File: src/rtl/kuz_l_transform_seq.sv
// kuz_l_transform_seq: sequential Kuznyechik L = R^16, log-domain multiply via external log ROM and internal antilog ROM
// Optional inverse mode (L^-1) with `inv` port when KUZ_L_INV_EN is defined
module kuz_l_transform_seq (
  input  logic         clk,
  input  logic         rst,
  input  logic         in_valid,
  output logic         in_ready,
  input  logic [127:0] in_data,
`ifdef KUZ_L_INV_EN
  input  logic         inv,
`endif
  output logic         out_valid,
  input  logic         out_ready,
  output logic [127:0] out_data,
  output logic [7:0]   log_addr,
  input  logic [7:0]   log_data
);
  localparam logic [2:0] IDLE  = 3'd0;
  localparam logic [2:0] ISSUE = 3'd1;
  localparam logic [2:0] DRAIN = 3'd2;
  localparam logic [2:0] SHIFT = 3'd3;
  localparam logic [2:0] DONE  = 3'd4;
  localparam logic [127:0] COEF = 128'h94_20_85_10_c2_c0_01_fb_01_c0_c2_10_85_20_94_01;
  function automatic logic [7:0] xtime(input logic [7:0] x);
    return {x[6:0], 1'b0} ^ (x[7] ? 8'hc3 : 8'h00);
  endfunction
  function automatic logic [7:0] gf_exp(input logic [7:0] n);
    logic [7:0] x;
    x = 8'h01;
    for (int i = 0; i < 255; i++) if (i < int'(n)) x = xtime(x);
    return x;
  endfunction
  // log(1) comes out as 255, matching the external table's convention
  function automatic logic [7:0] gf_log(input logic [7:0] c);
    logic [7:0] x;
    logic [7:0] l;
    x = 8'h01;
    l = 8'h00;
    for (int i = 1; i < 256; i++) begin
      x = xtime(x);
      if (x == c && l == 8'h00) l = 8'(i);
    end
    return l;
  endfunction
  logic [7:0]   w_exp_rom [256];
  logic [7:0]   w_logc [16];
  for (genvar g = 0; g < 256; g++) begin : g_exp
    assign w_exp_rom[g] = gf_exp(8'(g));
  end
  for (genvar h = 0; h < 16; h++) begin : g_logc
    assign w_logc[h] = gf_log(COEF[127-8*h -: 8]);
  end
  logic [2:0]   r_state;
  logic [3:0]   r_cnt;
  logic [3:0]   r_round;
  logic [127:0] r_s;
  logic [127:0] r_out;
  logic [7:0]   r_acc;
  logic [7:0]   r_addr;
  logic         r_v1;
  logic         r_z1;
  logic [3:0]   r_k1;
  logic         r_v2;
  logic         r_z2;
  logic [7:0]   r_exp;
  logic         w_accept;
  logic         w_issue;
  logic         w_shift;
  logic [2:0]   w_nxt;
  logic [127:0] w_src;
  logic [127:0] w_next_s;
  logic [7:0]   w_byte;
  logic [8:0]   w_s9;
  logic [7:0]   w_r;
  logic [7:0]   w_p;
`ifdef KUZ_L_INV_EN
  logic         r_inv;
  assign w_src    = r_inv ? {r_s[119:0], r_s[127:120]} : r_s;
  assign w_next_s = r_inv ? {r_s[119:0], r_acc} : {r_acc, r_s[127:8]};
`else
  assign w_src    = r_s;
  assign w_next_s = {r_acc, r_s[127:8]};
`endif
  assign w_accept  = in_valid & in_ready;
  assign w_issue   = r_state == ISSUE;
  assign w_shift   = r_state == SHIFT;
  assign w_nxt     = (r_state == IDLE)  ? (w_accept ? ISSUE : IDLE) :
                     (r_state == ISSUE) ? (r_cnt == 4'd15 ? DRAIN : ISSUE) :
                     (r_state == DRAIN) ? (r_cnt == 4'd2 ? SHIFT : DRAIN) :
                     (r_state == SHIFT) ? (r_round == 4'd15 ? DONE : ISSUE) :
                     (r_state == DONE && !out_ready) ? DONE : IDLE;
  assign w_byte    = 8'(w_src >> {~r_cnt, 3'b000});
  assign w_s9      = {1'b0, log_data} + {1'b0, w_logc[r_k1]};
  assign w_r       = w_s9 >= 9'd510 ? 8'(w_s9 - 9'd510) : w_s9 >= 9'd255 ? 8'(w_s9 - 9'd255) : w_s9[7:0];
  assign w_p       = r_z2 ? 8'h00 : r_exp;
  assign log_addr  = w_issue ? w_byte : r_addr;
  assign in_ready  = r_state == IDLE && !rst;
  assign out_valid = r_state == DONE;
  assign out_data  = r_out;
  // byte k: address in cycle k, log back in k+1, antilog registered in k+2, accumulated at end of k+2
  always_ff @(posedge clk) begin
    if (rst) begin
      r_state <= IDLE;
      r_cnt   <= 4'd0;
      r_round <= 4'd0;
      r_s     <= '0;
      r_out   <= '0;
      r_acc   <= 8'h00;
      r_addr  <= 8'h00;
      r_v1    <= 1'b0;
      r_z1    <= 1'b0;
      r_k1    <= 4'd0;
      r_v2    <= 1'b0;
      r_z2    <= 1'b0;
      r_exp   <= 8'h00;
`ifdef KUZ_L_INV_EN
      r_inv   <= 1'b0;
`endif
    end else begin
      r_state <= w_nxt;
      r_cnt   <= (w_nxt != r_state) ? 4'd0 : r_cnt + 4'd1;
      r_round <= w_accept ? 4'd0 : w_shift ? r_round + 4'd1 : r_round;
      r_s     <= w_accept ? in_data : w_shift ? w_next_s : r_s;
      r_out   <= (w_shift && r_round == 4'd15) ? w_next_s : r_out;
      r_acc   <= (w_issue && r_cnt == 4'd0) ? 8'h00 : r_v2 ? r_acc ^ w_p : r_acc;
      r_addr  <= log_addr;
      r_v1    <= w_issue;
      r_z1    <= w_byte == 8'h00;
      r_k1    <= r_cnt;
      r_v2    <= r_v1;
      r_z2    <= r_z1;
      r_exp   <= w_exp_rom[w_r];
`ifdef KUZ_L_INV_EN
      r_inv   <= w_accept ? inv : r_inv;
`endif
    end
  end
endmodule

File: config.mk
export PLATFORM = sky130hd
export DESIGN_NAME = kuz_l_transform_seq
export DESIGN_NICKNAME = d
export VERILOG_FILES = /design/src/rtl/kuz_l_transform_seq.sv
export SDC_FILE = /design/constraint.sdc
export NUM_CORES = 1
export LEC_CHECK = 0
export CORE_UTILIZATION = 30
export DETAILED_ROUTE_END_ITERATION = 12
export RECOVER_POWER = 25
export SKIP_LAST_GASP = 1
export SLEW_MARGIN = 10
export SYNTH_ARGS = -nofsm -noshare
export SYNTH_HDL_FRONTEND = slang
export SYNTH_SLANG_ARGS = --single-unit
export TNS_END_PERCENT = 1
File: constraint.sdc
create_clock -name clk -period 7.97 [get_ports clk]
set_input_delay 2.391 -clock clk [delete_from_list [all_inputs] [get_ports clk]]
set_output_delay 2.391 -clock clk [all_outputs]
set_load 0.05 [all_outputs]
Word-level counts from Yosys, hierarchy flattened
Memory sizes are Yosys's and may differ from the RTL's. A register that Yosys moved wholly into a read port is not among the register bits. Index checks and enable logic that the tools add are counted.

Flip-flop bits (word level): 291. ROM bits: 2176. Bits of input ports: 140. Memories: 2.

Memory list: (no name shown) (depth 256, width 8, rd ports 1, clocked after memory_dff 1, write ports 0, line 132) `r_exp <= w_exp_rom[w_r];`; (no name shown) (depth 16, width 8, rd ports 1, clocked after memory_dff 0, write ports 0, line 93) `assign w_s9 = {1'b0, log_data} + {1'b0, w_logc[r_k1]};`.

Add/sub/neg operators: 5. Order comparisons: 3. Equality and inequality tests: 8. Shift-type cells: 1. Mux-type cells: 17. Bitwise operators: 5. Reductions and logical operators: 13.

Operators with widths (count): 128-bit 2-to-1 mux (2); 128-bit by 7-bit right shift with 8-bit output (1); 8-bit 2-to-1 mux (6); 3-bit 2-to-1 mux (6); 8-bit subtractor (second input constant) (2); 8-bit by 8-bit adder with 9-bit output (1); 9-bit by 8-bit >= comparator with 1-bit output (second input constant) (1); 9-bit >= comparator (second input constant) (1); 8-bit inverter with 9-bit output (1); 4-bit by 1-bit adder with 4-bit output (second input constant) (2); 4-bit == test (second input constant) (2); 8-bit logical NOT (1); 8-bit XOR (1); 3-bit by 2-bit == test with 1-bit output (second input constant) (2); 2-bit OR reduction (3); 5-bit >= comparator (second input constant) (1); 4-bit inverter with 5-bit output (1); 4-bit by 2-bit == test with 1-bit output (second input constant) (1); 1-bit logical AND (4); 4-bit logical NOT (1); 4-bit inverter (1); 3-bit by 1-bit == test with 1-bit output (second input constant) (1); 3-bit == test (second input constant) (1); 3-bit logical NOT (1); 6 further kinds (8).

Depth between registers and ports, before layout
Depth in word-level cells: 9. Depth in mapped cells: 28. Depth with buffers taken out: 26.

Least setup slack after synthesis
Ideal clock, no wire load.

Path type: input port to flip-flop. From: input log_data[0]. To: register r_exp[7]. Setup time: 120 ps. Arrival time: 6831 ps. Required time: 7850 ps. Setup slack: 1019 ps. Cell stages on the path: 22. Cell sequence: ha_1 -> inv_1 -> fa_1 -> xor2_1 -> inv_1 -> ha_1 -> a21oi_1 -> nand3b_4 -> nor2_2 -> o21ai_0 -> and2_1 -> clkbuf_1 -> clkbuf_1 -> ha_1 -> clkbuf_1 -> inv_1 -> nor3_2 -> nor2_1 -> a221oi_1 -> o31ai_1 -> a21o_1 -> a211o_1.

Cells in the longest elaborated chain, start to end: 5. Elaborated cells between the ends (all ways): 8.

Ends and longest elaborated chain: from (decl) (line 16) `input logic [7:0] log_data`; 8-bit by 8-bit adder with 9-bit output * (line 93); 8-bit subtractor or 9-bit by 8-bit >= comparator with 1-bit output (tied branches) (line 94) `assign w_r = w_s9 >= 9'd510 ? 8'(w_s9 - 9'd510) : w_s9 >= 9'd255 ? 8'(w_s9 - 9'd255) : w_s9[7:0];`; 8-bit 2-to-1 mux (line 94); 8-bit 2-to-1 mux * (line 94); 8-bit inverter with 9-bit output (not written as such) * (line 132); to (decl) (line 65) `logic [7:0] r_exp;`.

Every way passes the cells marked *; elsewhere a longest branch is shown, timed or not. A chain may end at the register's enable or synchronous reset.

Final worst setup path
From: input log_data[0]. To: register r_exp[4].

Same word-level chain as after synthesis.

==> load_flow_metrics.sql <==
INSERT INTO impl_metrics (metric_group, metric, value, unit) VALUES
('run_status', 'status', 'complete, but fails checks', ''),
('run_status', 'violations', 'max-capacitance violations, max-slew violations', ''),
('cts', 'clock_tree.buffer_depth', '3', ''),
('cts', 'clock_latency', '0.52', 'ns'),
('cts', 'cts_hold_buffers', '0', ''),
('cts', 'clock_tree_from_tritoncts', 'built', ''),
('routing', 'route.antenna.remaining_nets', '0', ''),
('placed_design', 'place.port_buffers', '277', ''),
('global_routing', 'track_usage', '26.3', '%'),
('sta', 'maxClockFrequency', '136', 'MHz'),
('sta', 'final_setup_violation_count', '0', ''),
('layout', 'finish.cell_count_without_fillers', '3071', ''),
('power_and_ir_drop', 'peakVddDrop', '0.120', 'mV'),
('synthesis', 'synthFlopType', 'sky130_fd_sc_hd__dfxtp_1', ''),
('synthesis', 'yosys.area_share.simple', '18.3', '%'),
('floorplanning', 'core_area', '54100', 'um2'),
('floorplanning', 'ios', '278', ''),
('worst_setup_path', 'timing.critical_path.slowest_stage_cell', 'sky130_fd_sc_hd__a221oi_1', ''),
('synthesis', 'synth-seq-cells', '299', ''),
('global_routing', 'pin_count_of_the_biggest_net_entering_global_routing', '199', ''),
('synthesis', 'share_of_synthesized_registers_carrying_an_async_set_or_reset', '0', '%'),
('synthesis', 'synthTopCellsByCount', 'sky130_fd_sc_hd__nand2_1, sky130_fd_sc_hd__a21oi_1, sky130_fd_sc_hd__dfxtp_1', ''),
('cts', 'clk_root_buffer_cell', 'sky130_fd_sc_hd__clkbuf_16', ''),
('placed_design', 'post-place-ws', '0.198', 'ns'),
('synthesis', 'post_synthesis_cell_count', '2065', ''),
('cts', 'clock_tree.htree_level_count', '2', ''),
('synthesis', 'yosys.area_share.adder', '3.07', '%'),
('sta', 'final_number_of_hold_violating_endpoints', '0', ''),
('floorplanning', 'die_w', '237', 'um'),
('sta', 'final-max-slew-violation-count', '279', ''),
('sta', 'timing.slew.headroom', '-177', '%'),
('worst_setup_path', 'timing.critical_path.fanout_max', '17', ''),
('routing', 'route.detailed.drc', '0', ''),
('cts', 'cts_sinks', '299', ''),
('sta', 'skew', '0.0111', 'ns'),
('sta', 'worst_margin_slew', '4.16', 'ns'),
('worst_setup_path', 'worst_setup_path_start_kind', 'primary input', ''),
('power_and_ir_drop', 'power.density', '246', 'nW/um2'),
('sta', 'holdWs', '0.439', 'ns'),
('synthesis', 'synthDistinctLibCells', '102', ''),
('worst_setup_path', 'timing.critical_path.required', '8.39', 'ns'),
('layout', 'design.final.nets', '2534', ''),
('power_and_ir_drop', 'p_leak', '0.00748', 'uW'),
('cts', 'cts_repair_resizes', '0', ''),
('synthesis', 'yosysSeqAreaShare', '36.2', '%'),
('sta', 'rsz0062_at_grt', 'false', ''),
('floorplanning', 'fp.dieArea', '56000', 'um2'),
('synthesis', 'mappedNetlistArea', '16500', 'um2'),
('sta', 'setup-tns-final', '0', 'ns'),
('global_routing', 'grt_pass1_vias', '17000', ''),
('routing', 'wirelength', '76100', 'um'),
('layout', 'drive_above_1_share', '13.7', '%'),
('synthesis', 'avgSynthCellArea', '8.01', 'um2'),
('global_routing', 'grt_pass1_wl', '113000', 'um'),
('synthesis', 'synthesized_area_fraction_occupied_by_ao_oa_aoi_and_oai_cells', '29.4', '%'),
('synthesis', 'synth.area.top_cells', 'sky130_fd_sc_hd__dfxtp_1, sky130_fd_sc_hd__nand2_1, sky130_fd_sc_hd__a21oi_1, sky130_fd_sc_hd__a22oi_1, sky130_fd_sc_hd__mux4_2', ''),
('sta', 'setup_slack', '0.594', 'ns'),
('synthesis', 'post_synth_mux_area_share', '6.55', '%'),
('synthesis', 'yosysWarningCount', '0', ''),
('global_routing', 'grt_antenna_before_repair', '3', ''),
('worst_setup_path', 'timing.setup.critical_path_class', 'primary input to register', ''),
('floorplanning', 'die_y', '237', 'um'),
('run', 'maxCapViolCount', '2', ''),
('sta', 'final_clock_period_utilization_by_the_worst_path', '92.6', '%'),
('worst_setup_path', 'critical_path.endpoint_type', 'register', ''),
('worst_setup_path', 'cp_cell_sequence', 'clkdlybuf4s50_1, ha_1, inv_1, fa_1, nand2b_1, a21oi_1, o21a_1, nand4_1, o21ai_1, a211oi_4, nor2_1, buf_12, inv_2, buf_4, ha_1, buf_12, buf_4, nor3_1, o21ai_0, a221oi_1, a2111oi_0, o32ai_1', ''),
('cts', 'buffers_inserted_by_post_cts_timing_repair', '0', ''),
('layout', 'multi_input_area', '9680', 'um2'),
('routing', 'routedWlPerCell', '24.8', 'um'),
('worst_setup_path', 'cpPeakStageDelay', '0.65', 'ns'),
('synthesis', 'synth.net_count', '2245', '');
-- report_power, final --
part | switching (uW) | internal [uW] | leakage, uW
sequential | 71.8 | 1550 | 0.00243
clock | 641 | 886 | 0.000517
combinational | 1370 | 845 | 0.00454
total | 2080 | 3280 | 0.00748
-- through the flow --
step,power [uW],instance area (um2)
2_1_floorplan,2760,16500
3_3_place_gp,3840,20800
3_5_place_dp,3780,20800
4_1_cts,5320,21900
5_1_grt,5540,21800
6_report,5370,21800
-- per-layer routing --
layer  global-route usage, %  wire [um]
met2                    40.5      34200
met3                    3.93       5570
met5                       0          0
met1                    36.4      33000
met4                    11.2       3350
-- area by class of cell --
cell class | count | share of cell area (%)
clock inverter | 12 | 0.584
antenna | 3 | 0.0344
multi-input combinational | 1551 | 44.3
clock buffer | 42 | 4.22
inverter | 24 | 0.412
sequential | 299 | 27.4
tap | 696 | 3.99
timing repair buffer | 444 | 19.0
-- registers in the layout, summed over array words and instances, names as in the netlist --
name / count
out_data: 128
r_s: 128
r_acc: 8
r_addr: 8
r_exp: 8
r_cnt: 4
r_k1: 4
r_round: 4
r_state: 3
r_v1: 1
r_v2: 1
r_z1: 1
r_z2: 1
-- cells in the final DEF (no fill, tap or decap), types with 11 or more instances in the layout --
cell and n:
sky130_fd_sc_hd__a211oi_1 18, sky130_fd_sc_hd__a21oi_1 309, sky130_fd_sc_hd__a22oi_1 121, sky130_fd_sc_hd__a311oi_1 31
sky130_fd_sc_hd__a31oi_1 14, sky130_fd_sc_hd__buf_12 11, sky130_fd_sc_hd__buf_4 153, sky130_fd_sc_hd__clkbuf_16 35
sky130_fd_sc_hd__clkdlybuf4s50_1 276, sky130_fd_sc_hd__dfxtp_1 297, sky130_fd_sc_hd__ha_1 39, sky130_fd_sc_hd__inv_1 22
sky130_fd_sc_hd__mux4_2 40, sky130_fd_sc_hd__nand2_1 461, sky130_fd_sc_hd__nand3_1 27, sky130_fd_sc_hd__nor2_1 82
sky130_fd_sc_hd__nor2b_1 15, sky130_fd_sc_hd__nor3_1 35, sky130_fd_sc_hd__o211ai_1 28, sky130_fd_sc_hd__o21ai_0 69
sky130_fd_sc_hd__o22ai_1 14, sky130_fd_sc_hd__o31ai_1 12, sky130_fd_sc_hd__xor2_1 13
-- cells by family (layout without fill, tap and decap cells) --
kind of cell             Yosys count  count (layout)
XOR/XNOR                          19              19
flip-flops                       299             299
other                              0               3
AO/OA/AOI/OAI                    740             740
adder cells (fa/ha/maj)           40              40
AND/OR/NAND/NOR                  695             695
buffers and inverters            215             522
multiplexers                      57              57
-- critical path, delay by kind of cell --
family	cells	cell delay, ns
AND/OR/NAND/NOR	4	0.90
adder cells (fa/ha/maj)	3	0.87
buffers and inverters	7	1.27
AO/OA/AOI/OAI	8	2.33
-- worst paths after layout --
| check | from | to | slack [ns] | cells past startpoint |
|---|---|---|---|---|
| setup / recovery | log_data[0] | r_exp[4] | 0.59 | 22 |
| hold / removal | r_v1 | r_v2 | 0.44 | 1 |
| setup reg to reg | r_k1[0] | r_exp[4] | 1.57 | 26 |
| hold reg to reg | r_v1 | r_v2 | 0.44 | 1 |
(Power assumes the default switching activity.)
